$ cat src/rtl/shift_operand_fetcher.sv
// Fetches the dense-polynomial boundary words and the two accumulator words addressed
// by a pair of sparse shift positions, then hands off to the shift processor and latches its results.
//
// state     | meaning
// IDLE      | waiting for start; range-checks the shifts
// FETCH0    | read normal word 0 and accumulator word at high index
// FETCH1    | read normal word 551 and accumulator word at low index; capture first pair
// FETCH2    | read normal word 552; capture second pair
// CAPTURE   | capture normal word 552
// LAUNCH    | schedule the one-cycle start_process pulse and arm the timeout
// WAIT_PROC | wait for processing_done or timeout
// FINISH    | done pulse
module shift_operand_fetcher #(
  parameter int WORD_WIDTH = 32,
  parameter int N_WORDS    = 553,
  parameter int N_BITS     = 17669,
  parameter int TIMEOUT    = 64
) (
  input  logic                  clk,
  input  logic                  rst,
  input  logic                  start,
  input  logic [15:0]           high_shift,
  input  logic [15:0]           low_shift,
  output logic                  busy,
  output logic                  norm_rd_en,
  output logic [9:0]            norm_rd_addr,
  input  logic [WORD_WIDTH-1:0] norm_rd_data,
  output logic                  acc_rd_en,
  output logic [9:0]            acc_rd_addr,
  input  logic [WORD_WIDTH-1:0] acc_rd_data,
  output logic [WORD_WIDTH-1:0] normal_word_zero,
  output logic [WORD_WIDTH-1:0] normal_word_551,
  output logic [WORD_WIDTH-1:0] normal_word_552,
  output logic [WORD_WIDTH-1:0] acc_word_high,
  output logic [WORD_WIDTH-1:0] acc_word_low,
  output logic [15:0]           high_shift_o,
  output logic [15:0]           low_shift_o,
  output logic [9:0]            acc_start_idx_high,
  output logic [9:0]            acc_start_idx_low,
  output logic [4:0]            acc_shift_idx_high,
  output logic [4:0]            acc_shift_idx_low,
  output logic                  start_process,
  input  logic                  processing_done,
  input  logic [WORD_WIDTH-1:0] high_result_in,
  input  logic [WORD_WIDTH-1:0] low_result_in,
  output logic [WORD_WIDTH-1:0] high_result,
  output logic [WORD_WIDTH-1:0] low_result,
  output logic                  done,
  output logic                  error
);

  typedef enum logic [2:0] {
    IDLE, FETCH0, FETCH1, FETCH2, CAPTURE, LAUNCH, WAIT_PROC, FINISH
  } state_t;

  localparam int          CNT_W     = $clog2(TIMEOUT + 1);
  localparam logic [16:0] N_BITS_W  = 17'(N_BITS);
  localparam logic [9:0]  ADDR_LAST = 10'(N_WORDS - 1);
  localparam logic [9:0]  ADDR_PREV = 10'(N_WORDS - 2);

  state_t             state, state_nxt;
  logic [CNT_W-1:0]   tmo_cnt;
  logic               range_err;
  logic               tmo_hit;

  assign range_err = ({1'b0, high_shift} >= N_BITS_W) || ({1'b0, low_shift} >= N_BITS_W);
  assign tmo_hit   = (tmo_cnt == '0);

  always_ff @(posedge clk) begin
    if (rst) state <= IDLE;
    else     state <= state_nxt;
  end

  always_comb begin
    state_nxt = state;
    case (state)
      IDLE:      if (start && !range_err) state_nxt = FETCH0;
      FETCH0:    state_nxt = FETCH1;
      FETCH1:    state_nxt = FETCH2;
      FETCH2:    state_nxt = CAPTURE;
      CAPTURE:   state_nxt = LAUNCH;
      LAUNCH:    state_nxt = WAIT_PROC;
      WAIT_PROC: begin
        if (processing_done) state_nxt = FINISH;
        else if (tmo_hit)    state_nxt = IDLE;
      end
      FINISH:    state_nxt = IDLE;
      default:   state_nxt = IDLE;
    endcase
  end

  always_comb begin
    busy         = (state != IDLE);
    done         = (state == FINISH);
    norm_rd_en   = 1'b0;
    norm_rd_addr = '0;
    acc_rd_en    = 1'b0;
    acc_rd_addr  = '0;
    case (state)
      FETCH0: begin
        norm_rd_en  = 1'b1;
        acc_rd_en   = 1'b1;
        acc_rd_addr = acc_start_idx_high;
      end
      FETCH1: begin
        norm_rd_en   = 1'b1;
        norm_rd_addr = ADDR_PREV;
        acc_rd_en    = 1'b1;
        acc_rd_addr  = acc_start_idx_low;
      end
      FETCH2: begin
        norm_rd_en   = 1'b1;
        norm_rd_addr = ADDR_LAST;
      end
      default: ;
    endcase
  end

  // Datapath registers; memory data for a strobe issued in state S is captured on exit from S+1.
  always_ff @(posedge clk) begin
    if (rst) begin
      tmo_cnt            <= '0;
      error              <= 1'b0;
      start_process      <= 1'b0;
      high_shift_o       <= '0;
      low_shift_o        <= '0;
      acc_start_idx_high <= '0;
      acc_start_idx_low  <= '0;
      acc_shift_idx_high <= '0;
      acc_shift_idx_low  <= '0;
      normal_word_zero   <= '0;
      normal_word_551    <= '0;
      normal_word_552    <= '0;
      acc_word_high      <= '0;
      acc_word_low       <= '0;
      high_result        <= '0;
      low_result         <= '0;
    end else begin
      error         <= 1'b0;
      start_process <= 1'b0;
      case (state)
        IDLE: begin
          if (start) begin
            if (range_err) begin
              error <= 1'b1;
            end else begin
              high_shift_o       <= high_shift;
              low_shift_o        <= low_shift;
              acc_start_idx_high <= high_shift[14:5];
              acc_start_idx_low  <= low_shift[14:5];
              acc_shift_idx_high <= high_shift[4:0];
              acc_shift_idx_low  <= low_shift[4:0];
            end
          end
        end
        FETCH1: begin
          normal_word_zero <= norm_rd_data;
          acc_word_high    <= acc_rd_data;
        end
        FETCH2: begin
          normal_word_551 <= norm_rd_data;
          acc_word_low    <= acc_rd_data;
        end
        CAPTURE: normal_word_552 <= norm_rd_data;
        LAUNCH: begin
          start_process <= 1'b1;
          tmo_cnt       <= CNT_W'(TIMEOUT - 1);
        end
        WAIT_PROC: begin
          if (processing_done) begin
            high_result <= high_result_in;
            low_result  <= low_result_in;
          end else if (tmo_hit) begin
            error <= 1'b1;
          end else begin
            tmo_cnt <= tmo_cnt - 1'b1;
          end
        end
        default: ;
      endcase
    end
  end

endmodule

$ cat config.mk
export PLATFORM = sky130hd
export DESIGN_NAME = shift_operand_fetcher
export DESIGN_NICKNAME = d
export VERILOG_FILES = /design/src/rtl/shift_operand_fetcher.sv
export SDC_FILE = /design/constraint.sdc
export NUM_CORES = 1
export LEC_CHECK = 0
export CORE_ASPECT_RATIO = 0.8
export CORE_UTILIZATION = 30
export DETAILED_ROUTE_END_ITERATION = 8
export GPL_ROUTABILITY_DRIVEN = 0
export SLEW_MARGIN = 10
export SYNTH_ARGS = -nofsm -noshare
export SYNTH_HDL_FRONTEND = slang
export SYNTH_SLANG_ARGS = --single-unit
$ cat constraint.sdc
create_clock -name clk -period 2.1 [get_ports clk]
set_input_delay 0.63 -clock clk [delete_from_list [all_inputs] [get_ports clk]]
set_output_delay 0.63 -clock clk [all_outputs]
set_load 0.02 [all_outputs]
==> flow_metrics.tcl, run 1 <==
set metrics [dict create \
    outcome "finished, violations left" \
    violations "setup timing" \
    min_to "normal_word_zero[8]" \
    post_dp_cell_area_mm2 0.0153 \
    hold_path.startpoint "normal_word_zero[8]" \
    start_util 0.308 \
    synth_area_mm2 0.0101 \
    drt_iter0_markers 517 \
    p_clk_frac 0.325 \
    grt_pass1_vias 9662 \
    clkLatencyLatePin_ns 0.55 \
    rsz0062_at_grt "true" \
    grt.met1_usage 0.246 \
    synth_seq_cells 268 \
    syn_to_final_growth_pct 58.4 \
    ir_drop_mv 0.469 \
    grtUsageMet2 0.335 \
    ys_warn_count 0 \
    synth.most_common_cell "nand2_1" \
    syn_inst 1252 \
    whs_path_depth 2 \
    synth_top_family_by_area "simple AND/OR/NAND/NOR gates" \
    maxCapViolCount 0 \
    hp-class "register to register" \
    drive_above_1_share 0.0875 \
    fin_tns_setup_ns -1.92 \
    busiest_layer "met2" \
    finalNetCount 1859 \
    ant_nets 0 \
    via_per_inst 4.65 \
    power.density_mw_per_mm2 908 \
    htreeDepth 1 \
    fin_skew_ns 0.0103 \
    swShare 0.318 \
    yosysUniqueCellTypes 40 \
    synth_fa_ha_area_frac 0.00124 \
    seqPwrFrac 0.394 \
    cp-end-kind "output port" \
    pre_cts_ws_ns -0.696 \
    num_rows 59 \
    power.switching_w 0.00463 \
    fin_hold_ws_ns 0.448 \
    setup_viol 16 \
    portBuffers 471 \
    synth.avg_cell_area_um2 8.08 \
    synth_top_area_share 0.530 \
    synth_area_leaders "dfxtp_1 (53%), nand2_1 (17%), a21oi_1 (11%)" \
    grt_max_degree 80 \
    r2r-end "tmo_cnt[4]" \
    die_x_um 207 \
    arrival_ns 1.65 \
    async_flop_share 0 \
    clockRootBuffer "clkbuf_16" \
    cts_tree "done" \
    r2r-start "state[0]" \
    yosys-top-cells-count "nand2_1 (454), dfxtp_1 (268), a21oi_1 (232), clkbuf_1 (80), nand2b_1 (63)" \
    cts_hold_buf 0 \
    die_y_um 166 \
    die_area_mm2 0.0345 \
    worstMarginPinSlew_ns 0.844 \
    numCtsBuffers 28 \
    dp_hpwl_um 25100 \
    synth_compound_area_frac 0.137 \
    synth_edf_count 0 \
    fp.coreArea_mm2 0.0329 \
    internal_power_w 0.00993 \
    pin_count 476 \
    reg2reg_depth 8 \
    wire_per_inst_um 16.8 \
    clkTransAtPathRegs_ns 0.06 \
    slew_viol_final 0 \
    required_ns 1.47 \
    grt_util_met3 0.0702 \
    wl_um 35900 \
    fin_crit_sh 1.09 \
    r2r_slack_ns 0.11 \
    grt_pass1_wl_um 55000 \
    drc 0 \
    max_slew_margin 0.437 \
    synth_mux_area_frac 0.0297 \
    yosys.area_share.simple 0.231 \
    yosysSeqAreaShare 0.530 \
    synthXorXnorAreaFrac 0.00433 \
    num_vias 9955 \
    n_antenna_cell 0 \
    ys.flop_type "dfxtp_1" \
    combPwrFrac 0.281 \
    first_pass_iters 5 \
    power_leakage_nw 7.25 \
    cts.sinks 268 \
    grtUsageTotal 0.200 \
    clock_tree.buffer_depth 3 \
    hold_violations 0 \
    stdcell_area_mm2 0.0160 \
    max_freq_mhz 438 \
    critPathMaxFanout 11 \
    finalCriticalPeriod_ns 2.28 \
    setup_ws_ns -0.181 \
    antenna_found_initial 1 \
    synth_area_leader_cell "dfxtp_1" \
    critPathLaunchType "register" \
    crit_type "register to output port" \
    gr-total-overflow 0 \
    total_power_w 0.0146 \
]
==> area by class of cell <==
class,instances,area [µm²]
Timing Repair Buffer,535,5010
Fill cell,3349,16800
Multi-Input combinational cell,853,4210
Tap cell,427,534
Clock inverter,3,26.3
Clock buffer,47,842
Sequential cell,268,5370
Inverter,8,32.5
==> per-layer routing <==
metal  share of wire  vias up
met5         0.00033        -
met2            0.47      356
li1                -     4902
met1            0.42     4649
met4           0.019        2
met3           0.089       46
==> kinds of logic (layout without fill, tap and decap cells) <==
family	count (synthesis)	in the layout
AND/OR/NAND/NOR	556	556
flip-flops	268	268
AO/OA/AOI/OAI	257	257
buffers and inverters	134	593
multiplexers	30	30
XOR/XNOR	5	5
adder cells (fa/ha/maj)	1	1
other	1	4
==> registers in the layout, indices dropped and copies added, names as in the netlist <==
signal	flops
acc_word_high	32
acc_word_low	32
error	1
high_result	32
high_shift_o	16
low_result	32
low_shift_o	16
normal_word_551	32
normal_word_552	32
normal_word_zero	32
start_process	1
state	3
tmo_cnt	7
==> power by group through the flow <==
stage / logic (W) / clock network, W / registers, W
after CTS: 0.00402 / 0.00487 / 0.00574
after global routing: 0.00438 / 0.00508 / 0.00579
after global placement: 0.00408 / 0 / 0.00584
after detailed placement: 0.00410 / 0 / 0.00585
final: 0.00409 / 0.00473 / 0.00574
after floorplan: 0.00151 / 0 / 0.00631
==> layout by cell type, fill, tap and decap left out, drive strengths merged <==
cell type,count
a2111oi,1
a21o,2
a21oi,232
a22o,10
a311oi,1
a31o,1
a31oi,2
a41oi,1
and2,2
and2b,1
and3,2
and3b,2
buf,84
clkbuf,48
clkdlybuf4s50,156
clkinv,3
conb,4
dfxtp,268
dlygate4sd2,293
dlymetal6s2s,1
ha,1
inv,8
mux2i,30
nand2,454
nand2b,63
nand3,1
nand3b,1
nand4b,3
nor2,9
nor2b,5
nor3,4
nor4,4
o21a,1
o21ai,5
o311ai,1
or3,3
or4,1
or4b,1
xnor2,4
xor2,1
==> stage by stage <==
step	util	cells
finish	0.488	2141
global route	0.488	2141
CTS	0.485	2138
detailed placement	0.464	2078
global placement	0.464	2078
floorplan	-	1255
==> how the worst max path moves through the flow <==
stage	startpoint	endpoint	slack (ns)	depth (start not counted)
2_1_floorplan	high_shift[11]	high_shift_o[0]	-0.11	6
3_3_place_gp	high_shift[11]	high_shift_o[2]	-0.68	7
3_5_place_dp	high_shift[11]	high_shift_o[11]	-0.70	7
4_1_cts	state[0]	acc_rd_addr[0]	-0.22	5
5_1_grt	state[0]	acc_rd_addr[0]	-0.28	5
6_report	state[1]	acc_rd_addr[0]	-0.18	6
==> critical path: stages, from the launching register on <==
cell,delay (ns)
dfxtp_4,0.36
nor2b_4,0.13
nand2b_4,0.07
inv_4,0.04
buf_12,0.14
a22o_1,0.22
buf_6,0.13
==> timing repair <==
action	4_1_cts	5_1_grt
setup endpoints to repair	338	54
gates resized for setup	424	26
buffers inserted	8	4
pin swaps	7	16
cloned	2	0
(Power assumes the default switching activity.)
==> run 2, diff against run 1 <==
Settings changed: CORE_ASPECT_RATIO 0.8 to 1.75.
==> flow_metrics.tcl, run 2 (synthesis results as in run 1) <==
set metrics [dict create \
    reg2reg_depth 8 \
    critPathLaunchType "register" \
    grt_pass1_vias 9636 \
    power_leakage_nw 7.28 \
    die_x_um 141 \
    via_per_inst 4.64 \
    gr-total-overflow 0 \
    outcome "finished, violations left" \
    fin_skew_ns 0.0167 \
    dp_cells 2062 \
    pin_count 476 \
    grt_max_degree 66 \
    clockRootBuffer "clkbuf_16" \
    setup_viol 14 \
    violations "setup timing" \
    critPathMaxFanout 12 \
    die_y_um 245 \
    cp_top_family "flip-flops" \
    drt-met1-wl_um 13700 \
    numCtsBuffers 26 \
    max_slew_margin 0.454 \
    htreeDepth 1 \
    finalCriticalPeriod_ns 2.31 \
    cts_tree "done" \
    r2r-start "tmo_cnt[1]" \
    wl_um 36600 \
    dp_hpwl_um 26200 \
    hold_path.startpoint "low_shift[11]" \
    min_to "low_shift_o[11]" \
    first_pass_iters 4 \
    rsz0062_at_grt "true" \
    fp.coreArea_mm2 0.0330 \
    drive_above_1_share 0.0916 \
    syn_to_final_growth_pct 59.0 \
    finalNetCount 1859 \
    wl_met3_um 1900 \
    die_area_mm2 0.0345 \
    hold_violations 0 \
    worstMarginPinSlew_ns 0.819 \
    start_util 0.306 \
    num_rows 88 \
    cts_hold_buf 0 \
    ant_nets 0 \
    maxCapViolCount 0 \
    route.met2.wl_um 19500 \
    clkTransAtPathRegs_ns 0.06 \
    num_vias 9863 \
    wire_per_inst_um 17.2 \
    hp-class "input port to register" \
    max_freq_mhz 433 \
    whs_path_depth 3 \
    drt_iter0_markers 413 \
    antenna_found_initial 3 \
    crit_type "register to output port" \
    stdcell_area_mm2 0.0161 \
    slowest_delay_ns 0.36 \
    fin_crit_sh 1.10 \
    post_dp_cell_area_mm2 0.0154 \
    portBuffers 471 \
    setup_ws_ns -0.209 \
    power.density_mw_per_mm2 895 \
    r2r-end "tmo_cnt[3]" \
    clock_tree.buffer_depth 3 \
    most-common-layout-cells "nand2_1 (453), dlygate4sd2_1 (288), dfxtp_1 (265), a21oi_1 (232), clkdlybuf4s50_1 (155)" \
    cts.sinks 268 \
    r2r_slack_ns 0.17 \
    slew_viol_final 0 \
    arrival_ns 1.68 \
    ir_drop_mv 0.683 \
    drc 0 \
    n_fill_cell 3325 \
    cp-end-kind "output port" \
    grtUsageTotal 0.205 \
    cp_slowest_cell "dfxtp_4" \
    top_layer "met4" \
    total_power_w 0.0144 \
    path_cells "nor2b_4 -> nand2b_2 -> inv_2 -> buf_12 -> a22o_1 -> buf_6" \
    clkLatencyLatePin_ns 0.54 \
    grt_pass1_wl_um 54900 \
    required_ns 1.47 \
    final_common_cell "nand2_1" \
    cp.buffers_inverters 3 \
    finalNonFillerCells 2124 \
    fin_hold_ws_ns 0.383 \
]
==> run 2: cell count changes in the layout (fill, tap and decap cells not counted), moves of 5 or more <==
cell / delta
buf_12: +8
clkbuf_1: -7
buf_4: -5
diode_2: +5
dlygate4sd2_1: -5
==> run 2: per-stage QoR <==
step	util	TNS (ns)	worst slack, ns
4_1_cts	0.484	-2.84	-0.244
6_report	0.487	-2.24	-0.209
3_5_place_dp	0.465	-26.26	-0.756
5_1_grt	0.487	-3.31	-0.261
2_1_floorplan	-	-3.31	-0.109
3_3_place_gp	0.465	-24.45	-0.710
==> run 2: layer usage <==
metal  up-vias  track usage
li1       4892            -
met1      4571        0.222
met2       330        0.385
met3        70       0.0314
met5         -            0
met4         0        0.100
==> run 2: report_power, final <==
| group | internal, W | leakage [nW] | switching [W] | total, W |
|---|---|---|---|---|
| combinational | 0.00159 | 4.70 | 0.00233 | 0.00391 |
| sequential | 0.00552 | 2.16 | 0.000217 | 0.00574 |
| clock | 0.00268 | 0.420 | 0.00207 | 0.00475 |
| total | 0.00978 | 7.28 | 0.00461 | 0.0144 |
==> run 2: how the worst max path moves through the flow <==
stage,start,end,slack [ns],cells past startpoint
after floorplan,high_shift[11],high_shift_o[0],-0.11,6
after global placement,high_shift[11],low_shift_o[5],-0.71,7
after detailed placement,high_shift[11],low_shift_o[8],-0.76,7
after CTS,state[0],acc_rd_addr[0],-0.24,5
after global routing,state[0],acc_rd_addr[0],-0.26,5
final,state[1],acc_rd_addr[0],-0.21,6
==> run 2: tightest hold or removal path, delay by kind of cell <==
kind / cells / cell delay (ns)
AND/OR/NAND/NOR: 1 / 0.08
multiplexers: 1 / 0.07
buffers and inverters: 1 / 0.09
==> run 2: area by class of cell <==
| cell class | count | area, µm² | area share |
|---|---|---|---|
| Sequential cell | 268 | 5380 | 0.334 |
| Multi-Input combinational cell | 853 | 4180 | 0.260 |
| Clock buffer | 41 | 818 | 0.0509 |
| Tap cell | 405 | 507 | 0.0315 |
| Clock inverter | 7 | 46.3 | 0.00288 |
| Inverter | 8 | 30.0 | 0.00187 |
| Antenna cell | 5 | 12.5 | 0.000778 |
| Timing Repair Buffer | 537 | 5120 | 0.318 |
==> run 2: timing repair <==
item / 4_1_cts / 5_1_grt
pin swaps: 5 / 17
endpoints found under the hold margin: 0 / 0
cloned: 3 / 0
buffers inserted: 2 / 4
setup endpoints to repair: 342 / 30
resized for setup: 428 / 24
